`src/rtl/rr_enc8to3_pkg.sv`:
```
// Shared constants, FSM encoding and helpers for the round-robin 8-to-3 encoder.
package rr_enc8to3_pkg;

  localparam int NREQ = 8;
  localparam int IDXW = 3;

  localparam logic [0:0] ST_IDLE  = 1'b0;
  localparam logic [0:0] ST_GRANT = 1'b1;

  // Bit 0 is the leftmost position, matching the decoder's MSB-first ordering.
  function automatic logic [0:NREQ-1] onehot(input logic [IDXW-1:0] idx);
    onehot      = '0;
    onehot[idx] = 1'b1;
  endfunction

endpackage

```
`src/rtl/rr_enc8to3_pri_enc8.sv`:
```
// Combinational 8-to-3 priority encoder: the lowest set index wins; any_o flags a hit.
import rr_enc8to3_pkg::*;

module pri_enc8 (
  input  logic [0:NREQ-1] req_i,
  output logic [IDXW-1:0] idx_o,
  output logic            any_o
);

  // NOTE: every output of an always_comb gets a default first, so no path leaves it unassigned (no latch).
  always_comb begin
    idx_o = '0;
    for (int i = NREQ - 1; i >= 0; i--) begin
      if (req_i[i]) idx_o = IDXW'(i);
    end
  end

  assign any_o = |req_i;

endmodule

```
`src/rtl/rr_enc8to3.sv`:
```
// Round-robin arbiter: grants one of 8 requesters and holds the grant until Done,
// En drop or timeout; the search starts one past the last released owner.
import rr_enc8to3_pkg::*;

module rr_enc8to3 #(
  parameter int TIMEOUT_CYC = 15,
  parameter int CNTW        = 4
) (
  input  logic            clk_i,
  input  logic            reset_i,
  input  logic            en_i,
  input  logic [0:NREQ-1] req_i,
  input  logic            done_i,
  output logic [IDXW-1:0] idx_o,
  output logic [0:NREQ-1] grant_o,
  output logic            valid_o,
  output logic            timeout_o
);

  localparam logic [CNTW-1:0] CNT_LAST = CNTW'(TIMEOUT_CYC - 1);

  logic [0:0]      state_q, state_d;
  logic [IDXW-1:0] idx_q, idx_d;
  logic [0:NREQ-1] grant_q, grant_d;
  logic            timeout_q, timeout_d;
  logic [IDXW-1:0] ptr_q, ptr_d;
  logic [CNTW-1:0] cnt_q, cnt_d;

  logic [0:NREQ-1] req_rot;
  logic [IDXW-1:0] enc_idx;
  logic            enc_any;
  logic [IDXW-1:0] win_idx;

  // Rotate so the pointer position lands at bit 0, the encoder's top priority.
  always_comb begin
    for (int j = 0; j < NREQ; j++) begin
      req_rot[j] = req_i[IDXW'(ptr_q + IDXW'(j))];
    end
  end

  pri_enc8 u_pri_enc8 (
    .req_i (req_rot),
    .idx_o (enc_idx),
    .any_o (enc_any)
  );

  assign win_idx = ptr_q + enc_idx;

  always_comb begin
    state_d   = state_q;
    idx_d     = idx_q;
    grant_d   = grant_q;
    ptr_d     = ptr_q;
    cnt_d     = cnt_q;
    timeout_d = 1'b0;
    if (state_q == ST_IDLE) begin
      if (en_i && enc_any) begin
        state_d = ST_GRANT;
        idx_d   = win_idx;
        grant_d = onehot(win_idx);
        cnt_d   = '0;
      end
    end else begin
      // Release priority: En drop keeps the pointer, Done beats a coincident timeout.
      if (!en_i) begin
        state_d = ST_IDLE;
        grant_d = '0;
      end else if (done_i) begin
        state_d = ST_IDLE;
        grant_d = '0;
        ptr_d   = idx_q + IDXW'(1);
      end else if (TIMEOUT_CYC != 0 && cnt_q == CNT_LAST) begin
        state_d   = ST_IDLE;
        grant_d   = '0;
        ptr_d     = idx_q + IDXW'(1);
        timeout_d = 1'b1;
      end else begin
        cnt_d = cnt_q + CNTW'(1);
      end
    end
  end

  // NOTE: state registers use non-blocking assignments so every flop samples pre-edge values.
  always_ff @(posedge clk_i) begin
    if (reset_i) begin
      state_q   <= ST_IDLE;
      idx_q     <= '0;
      grant_q   <= '0;
      timeout_q <= 1'b0;
      ptr_q     <= '0;
      cnt_q     <= '0;
    end else begin
      state_q   <= state_d;
      idx_q     <= idx_d;
      grant_q   <= grant_d;
      timeout_q <= timeout_d;
      ptr_q     <= ptr_d;
      cnt_q     <= cnt_d;
    end
  end

  assign idx_o     = idx_q;
  assign grant_o   = grant_q;
  assign valid_o   = (state_q == ST_GRANT);
  assign timeout_o = timeout_q;

endmodule
```
`config.mk`:
```
export PLATFORM = sky130hd
export DESIGN_NAME = rr_enc8to3
export DESIGN_NICKNAME = d
export VERILOG_FILES = /design/src/rtl/rr_enc8to3_pkg.sv /design/src/rtl/rr_enc8to3_pri_enc8.sv /design/src/rtl/rr_enc8to3.sv
export SDC_FILE = /design/constraint.sdc
export NUM_CORES = 1
export LEC_CHECK = 0
export CELL_PAD_IN_SITES_DETAIL_PLACEMENT = 1
export CELL_PAD_IN_SITES_GLOBAL_PLACEMENT = 2
export CORE_MARGIN = 10
export CORE_UTILIZATION = 40
export DETAILED_ROUTE_END_ITERATION = 12
export DONT_BUFFER_PORTS = 1
export GPL_ROUTABILITY_DRIVEN = 1
export PLACE_DENSITY_LB_ADDON = 0.1
export SLEW_MARGIN = 20
export SYNTH_ARGS = -nofsm -noshare
export SYNTH_HDL_FRONTEND = slang
export SYNTH_SLANG_ARGS = --single-unit
export TNS_END_PERCENT = 5
```
`constraint.sdc`:
```
create_clock -name clk_i -period 5 [get_ports clk_i]
set_clock_uncertainty 0.1 [all_clocks]
set_input_delay 1 -clock clk_i [delete_from_list [all_inputs] [get_ports clk_i]]
set_output_delay 1 -clock clk_i [all_outputs]
set_load 0.005 [all_outputs]
```
Yosys cells after proc, flatten, opt, wreduce, memory -nomap -nowiden
Index checks and enable logic that the tools add are counted.
{ "word_totals": {"out_inout_bits": 13, "input_bits": 12, "word_cells": 104, "register_bits": 20} }
{ "classes": {"bitwise": 11, "muxes": 52, "n_addsub": 10, "reduce_logical": 10, "n_eq_ne": 5, "order_cmp": 10} }
{ "op_table": {"columns": ["cell", "n"], "rows": [
  ["8-bit two-way mux", 5],
  ["4-bit greater-or-equal comparator, second input constant", 9],
  ["3-bit inverter with 4-bit output", 9],
  ["3-bit two-way mux", 10],
  ["1-bit binary-select mux with 3-bit select", 8],
  ["1-bit two-way mux", 23],
  ["4-bit two-way mux", 5],
  ["3-bit adder, second input constant", 4],
  ["8-bit OR reduction", 1],
  ["3-bit by 1-bit adder with 3-bit output, second input constant", 2],
  ["3-bit by 2-bit adder with 3-bit output, second input constant", 2],
  ["2-bit inequality test, second input constant", 3],
  ["4-bit by 1-bit adder with 4-bit output, second input constant", 1],
  ["4-bit equality test, second input constant", 1],
  ["4-bit by 1-bit less-than comparator with 1-bit output, second input constant", 1],
  ["4-bit by 3-bit inequality test with 1-bit output, second input constant", 1],
  ["2-bit AND reduction", 2],
  ["4-bit AND reduction", 1],
  ["2-bit nonzero test", 2],
  ["4-bit OR reduction", 1],
  ["3-bit adder", 1],
  ["1-bit demux with 3-bit select", 1],
  ["3-bit AND reduction", 1],
  ["1-bit logical AND", 2],
  ["1-bit inverter", 2]
]} }

Depth between registers and ports, before layout
{ "depth": {"ltp_word": 21, "mapped_depth": 16, "ltp_nobuf": 14} }

Modules after synthesis
A second synthesis with hierarchy kept.
{ "hier_totals": {"cells_unflattened": 137, "hier_area_um2": 1398.8} }
{ "by_module_without_submodules": {"columns": ["mod", "n_inst", "cells_per_inst", "seq_area_each_um2", "area_each_um2"], "rows": [
  ["rr_enc8to3", 1, 124, 400.4, 1317.5],
  ["pri_enc8", 1, 13, 0.0, 81.3]
]} }

Least setup slack after synthesis
OpenSTA, ideal clock, no wires.
{ "synth_timing": {"path_kind": "reg-to-reg", "start": "register ptr_q[0]", "end": "register grant_q (netlist bit grant_o[4])", "required_ps": 4786, "arrival_ps": 3955, "period_less_slack_ps": 4170, "setup_ps": 114, "stages_incl_launch_ff": 16, "setup_slack_ps": 830, "cell_sequence": "dfxtp_1 -> buf_2 -> clkinv_1 -> ha_1 -> buf_6 -> mux2_4 -> mux4_1 -> a32o_1 -> o221a_2 -> o221a_2 -> ha_1 -> inv_1 -> fa_1 -> nor3b_1 -> nand2_1 -> a2bb2o_4"} }
{ "synth_between": {"elab_chain_len": 21} }
{ "synth_lines": {"columns": ["element", "line_no", "text"], "rows": [
  ["from (decl)", "rr_enc8to3.sv:26", "logic [IDXW-1:0] ptr_q, ptr_d;"],
  ["from (signal assigned)", "rr_enc8to3.sv:97", "ptr_q <= ptr_d;"],
  ["3-bit adder", "rr_enc8to3.sv:37", "req_rot[j] = req_i[IDXW'(ptr_q + IDXW'(j))];"],
  ["3-bit inverter with 4-bit output (implied by the code)", "rr_enc8to3.sv:37", null],
  ["1-bit binary-select mux with 3-bit select", "rr_enc8to3.sv:37", null],
  ["1-bit two-way mux (implied by the code) (2 in series)", "rr_enc8to3.sv:37", null],
  ["3-bit two-way mux (8 in series)", "rr_enc8to3_pri_enc8.sv:14", "if (req_i[i]) idx_o = IDXW'(i);"],
  ["3-bit adder", "rr_enc8to3.sv:47", "assign win_idx = ptr_q + enc_idx;"],
  ["3-bit inverter with 4-bit output (implied by the code)", "rr_enc8to3_pkg.sv:13", "onehot[idx] = 1'b1;"],
  ["4-bit greater-or-equal comparator (implied by the code) or 4-bit by 1-bit less-than comparator with 1-bit output (tied branches)", "rr_enc8to3_pkg.sv:13", null],
  ["1-bit logical AND (implied by the code)", "rr_enc8to3_pkg.sv:13", null],
  ["1-bit two-way mux (implied by the code)", "rr_enc8to3_pkg.sv:13", null],
  ["1-bit demux with 3-bit select", "rr_enc8to3_pkg.sv:13", null],
  ["8-bit two-way mux", "rr_enc8to3.sv:57", "if (en_i && enc_any) begin"],
  ["8-bit two-way mux", "rr_enc8to3.sv:56", "if (state_q == ST_IDLE) begin"],
  ["to (signal assigned)", "rr_enc8to3.sv:95", "grant_q <= grant_d;"],
  ["to (decl)", "rr_enc8to3.sv:24", "logic [0:NREQ-1] grant_q, grant_d;"]
]} }
Several ways; a longest one is shown, not always the timed one. The select of a mux whose other input is x is not followed.
A chain may end at the register's enable or synchronous reset.

Final worst setup path
{ "layout_timing": {"start": "register ptr_q[1]", "end": "register grant_q (netlist bit grant_o[4])"} }
Same word-level chain as after synthesis.

==> summary by stage <==
Run status
The flow ran to the end, and the final reports show no timing, DRC or antenna violations.

Clock tree
The clock tree from TritonCTS is built. After clock tree synthesis, the clock-pin slew on the worst setup and hold paths is 80 ps. The post-CTS setup buffer count is 0.

The master cell of the clock root buffer is clkbuf_8. Clock tree synthesis inserted a total of 3 buffers. The number of clock sinks is 20.

The hold buffer count at cts is 0. Clock latency on the worst-skew pair, taken at its later pin, is 260 ps. The number of H-tree levels is 1. The worst-case clock buffer depth is 2. The number of gates resized after cts is 0.

Synthesis
The most repeated cell in the gate-level netlist after synthesis is dfxtp_1. The portion of the post-synthesis area used by sequential elements is 0.257. Counting every net in the synthesized netlist gives 172. By area the synthesized netlist is led by dfxtp_1, mux2_2, mux4_1. The average cell area after synthesis is 10.2 sq um. Sorting the synthesized cells by how often they occur yields dfxtp_1, nor2_1, nand2_1. The Yosys step of the flow raised 0 warnings. The proportion of register bits with asynchronous set or reset after synthesis is 0. The fraction of synthesized cell area taken by the top area cell type is 0.257. The synthesized design spends more area on one cell type than any other, namely dfxtp_1. The post-synthesis cell area is 0.00156 sq mm. In this run, synthesis produced a sequential element count of 20.

The cell count after synthesis came out at 153. The number of synthesized flops with an enable pin is 0. The synthesized netlist contains 47 unique library cells. The flip-flop cell with the highest count after synthesis is dfxtp_1.

Min path
The worst hold-check path type is reg2reg. The number of cells on the worst hold path is 2.

Worst setup path
The critical path start-end classification is reg2reg. At the worst endpoint, the arrival time is 4500 ps. The number of cell instances on the worst register-to-register path is 13. STA classifies the critical path endpoint as a flop. In this run the worst path has a maximum fanout of 10. At the worst endpoint, the required time is 5060 ps. STA classifies the critical path startpoint as a flop.

Floorplanning
The floorplan die area is 0.00680 sq mm. The top-level I/O count is 25. The die is 82.5 um wide. The die span in y is 82.5 um. The total core area is 0.00372 sq mm. For this configuration, the core starts out at a cell density of 0.420. The total number of placement rows is 22.

Cells and area
The number of antenna diodes in the final layout is 0. For this run, the post-layout net count is 170. The fraction of final layout cells with drive strength greater than 1 is 0.207. The area added between synthesis and finish is 6.42%. The final instance count without filler cells is 198.

Power and ir drop
IR analysis of the VDD net gives a maximum drop of 0.0999 mV. Of the total power, the clock network draws 0.380. The internal power of the cells totals 0.318 mW. The fraction of power consumed by combinational cells is 0.216. Of the total power, the share spent switching nets is 0.260. The power per cell area is 259 mW/mm^2. The power after layout is 0.430 mW. The analysis attributes to net switching a power of 0.112 mW.

The leakage power total is 0.615 nW. The sequential share of power is 0.405.

STA
Setup repair after global routing left no endpoint under its margin. The smallest clock period supported by the final layout is computed as 4430 ps. Setup violations remaining at the end of the flow were counted as 0. The post-route worst hold slack is 391 ps. The sum of negative setup slack is 0 ps. The relative slew slack is 0.571. Based on the critical path, the design can be clocked at up to 226 MHz. In the finished design, the share of the clock period the worst path needs comes to 0.887. The count of final hold-check violations is 0.

At the pin with the least slew margin, the transition time is 642 ps. The count of final max-slew check failures is 0.

Route
The routed wire length is 3.91 mm. The total number of vias is 1188. After detailed routing, the number of vias per cell comes to 6.00. The DRC violation total after the first TritonRoute iteration is 79. After detailed routing, the number of remaining DRC violations is 0.

Once detail routing completed, the nets flagged for antenna violations numbered 0. For this run, the detailed router's first-pass iteration total came to 4. The wire length per cell after detailed routing is 19.7 um.

Placement
Including well taps, the total number of placed cells is 194. The sum of net half-perimeters after detailed placement is 3.02 mm. At the end of routability-driven placement, the weighted congestion stood at 0.813. The count of buffers from port buffering is 0.

Global route
The via count of the first global-routing pass was 1227. The maximum number of pins on one net before global-route repair is 18. The number of antenna violations at the first check in global routing is 0. The first global-routing pass estimated 6.28 mm of wire. Global routing finished with a remaining overflow of 0. The combined global-route utilization of all metal layers is 0.117.

Job
The number of violations of the max-capacitance limit is 0.
## critical path, stage by stage, from the launching register on
cell and delay (ps):
dfxtp_1 490, inv_1 200, ha_1 620, mux2_4 350, mux4_1 560, a32o_1 270
o221a_2 280, o221a_2 240, ha_1 170, inv_1 60, fa_1 480, nor3b_1 180
nand2_1 110, a2bb2o_4 210
## sequential cells by signal, indices dropped and copies added, names as in the netlist
name	cells
grant_o	8
idx_o	3
ptr_q	3
timeout_o	1
valid_o	1
cnt_q	4
## per-stage QoR
stage	area [sq um]	util	worst slack [ps]
floorplan	1560	-	830
global placement	1590	0.428	724
detailed placement	1590	0.428	586
CTS	1660	0.447	554
global route	1660	0.447	348
finish	1660	0.447	566
## layout make-up
class | count | area [sq um]
inverters | 7 | 26.3
repair buffers | 1 | 7.51
clock inverters | 1 | 30.0
fillers | 426 | 2060
clock buffers | 3 | 41.3
multi-input cells | 118 | 1090
well taps | 48 | 60.1
flip-flops and latches | 20 | 400
## kinds of logic after synthesis
group | synth area share
simple gates | 0.141
xor+xnor | 0.0561
flops | 0.257
compound gates | 0.164
mux | 0.272
buf+inv | 0.0417
fa+ha+maj | 0.0682
## cells in the final DEF, fill, tap and decap left out, types with 4 or more instances in the layout
cell type   n
mux4_1      4
nand2_1    12
mux2_2     10
mux2_4      4
ha_1        6
inv_1       6
nor3_1      4
nor2_1     14
a32o_1      5
nand3_1     4
mux2i_1     9
dfxtp_1    20
## metal layers
metal / up-vias / routed length, um / global-route usage
met4: 0 / 87 / 0.0544
met1: 584 / 1700 / 0.140
met3: 6 / 250 / 0.0216
met2: 23 / 1870 / 0.198
li1: 575 / - / -
met5: - / 0 / 0
## power groups by stage
stage               Combinational (mW)  Clock (mW)  Sequential (mW)
detailed placement              0.0920           0            0.178
floorplan                       0.0799           0            0.174
global route                     0.102       0.172            0.175
global placement                0.0890           0            0.178
CTS                             0.0926       0.166            0.174
finish                          0.0928       0.163            0.174
## worst paths after layout
check | start | to | slack, ps
worst max-delay path | ptr_q[1] | grant_o[4] | 570
worst min-delay path | cnt_q[3] | timeout_o | 390
worst max register to register | ptr_q[1] | grant_o[4] | 570
worst min register to register | cnt_q[3] | timeout_o | 390
Power figures use the tool's default switching activity.
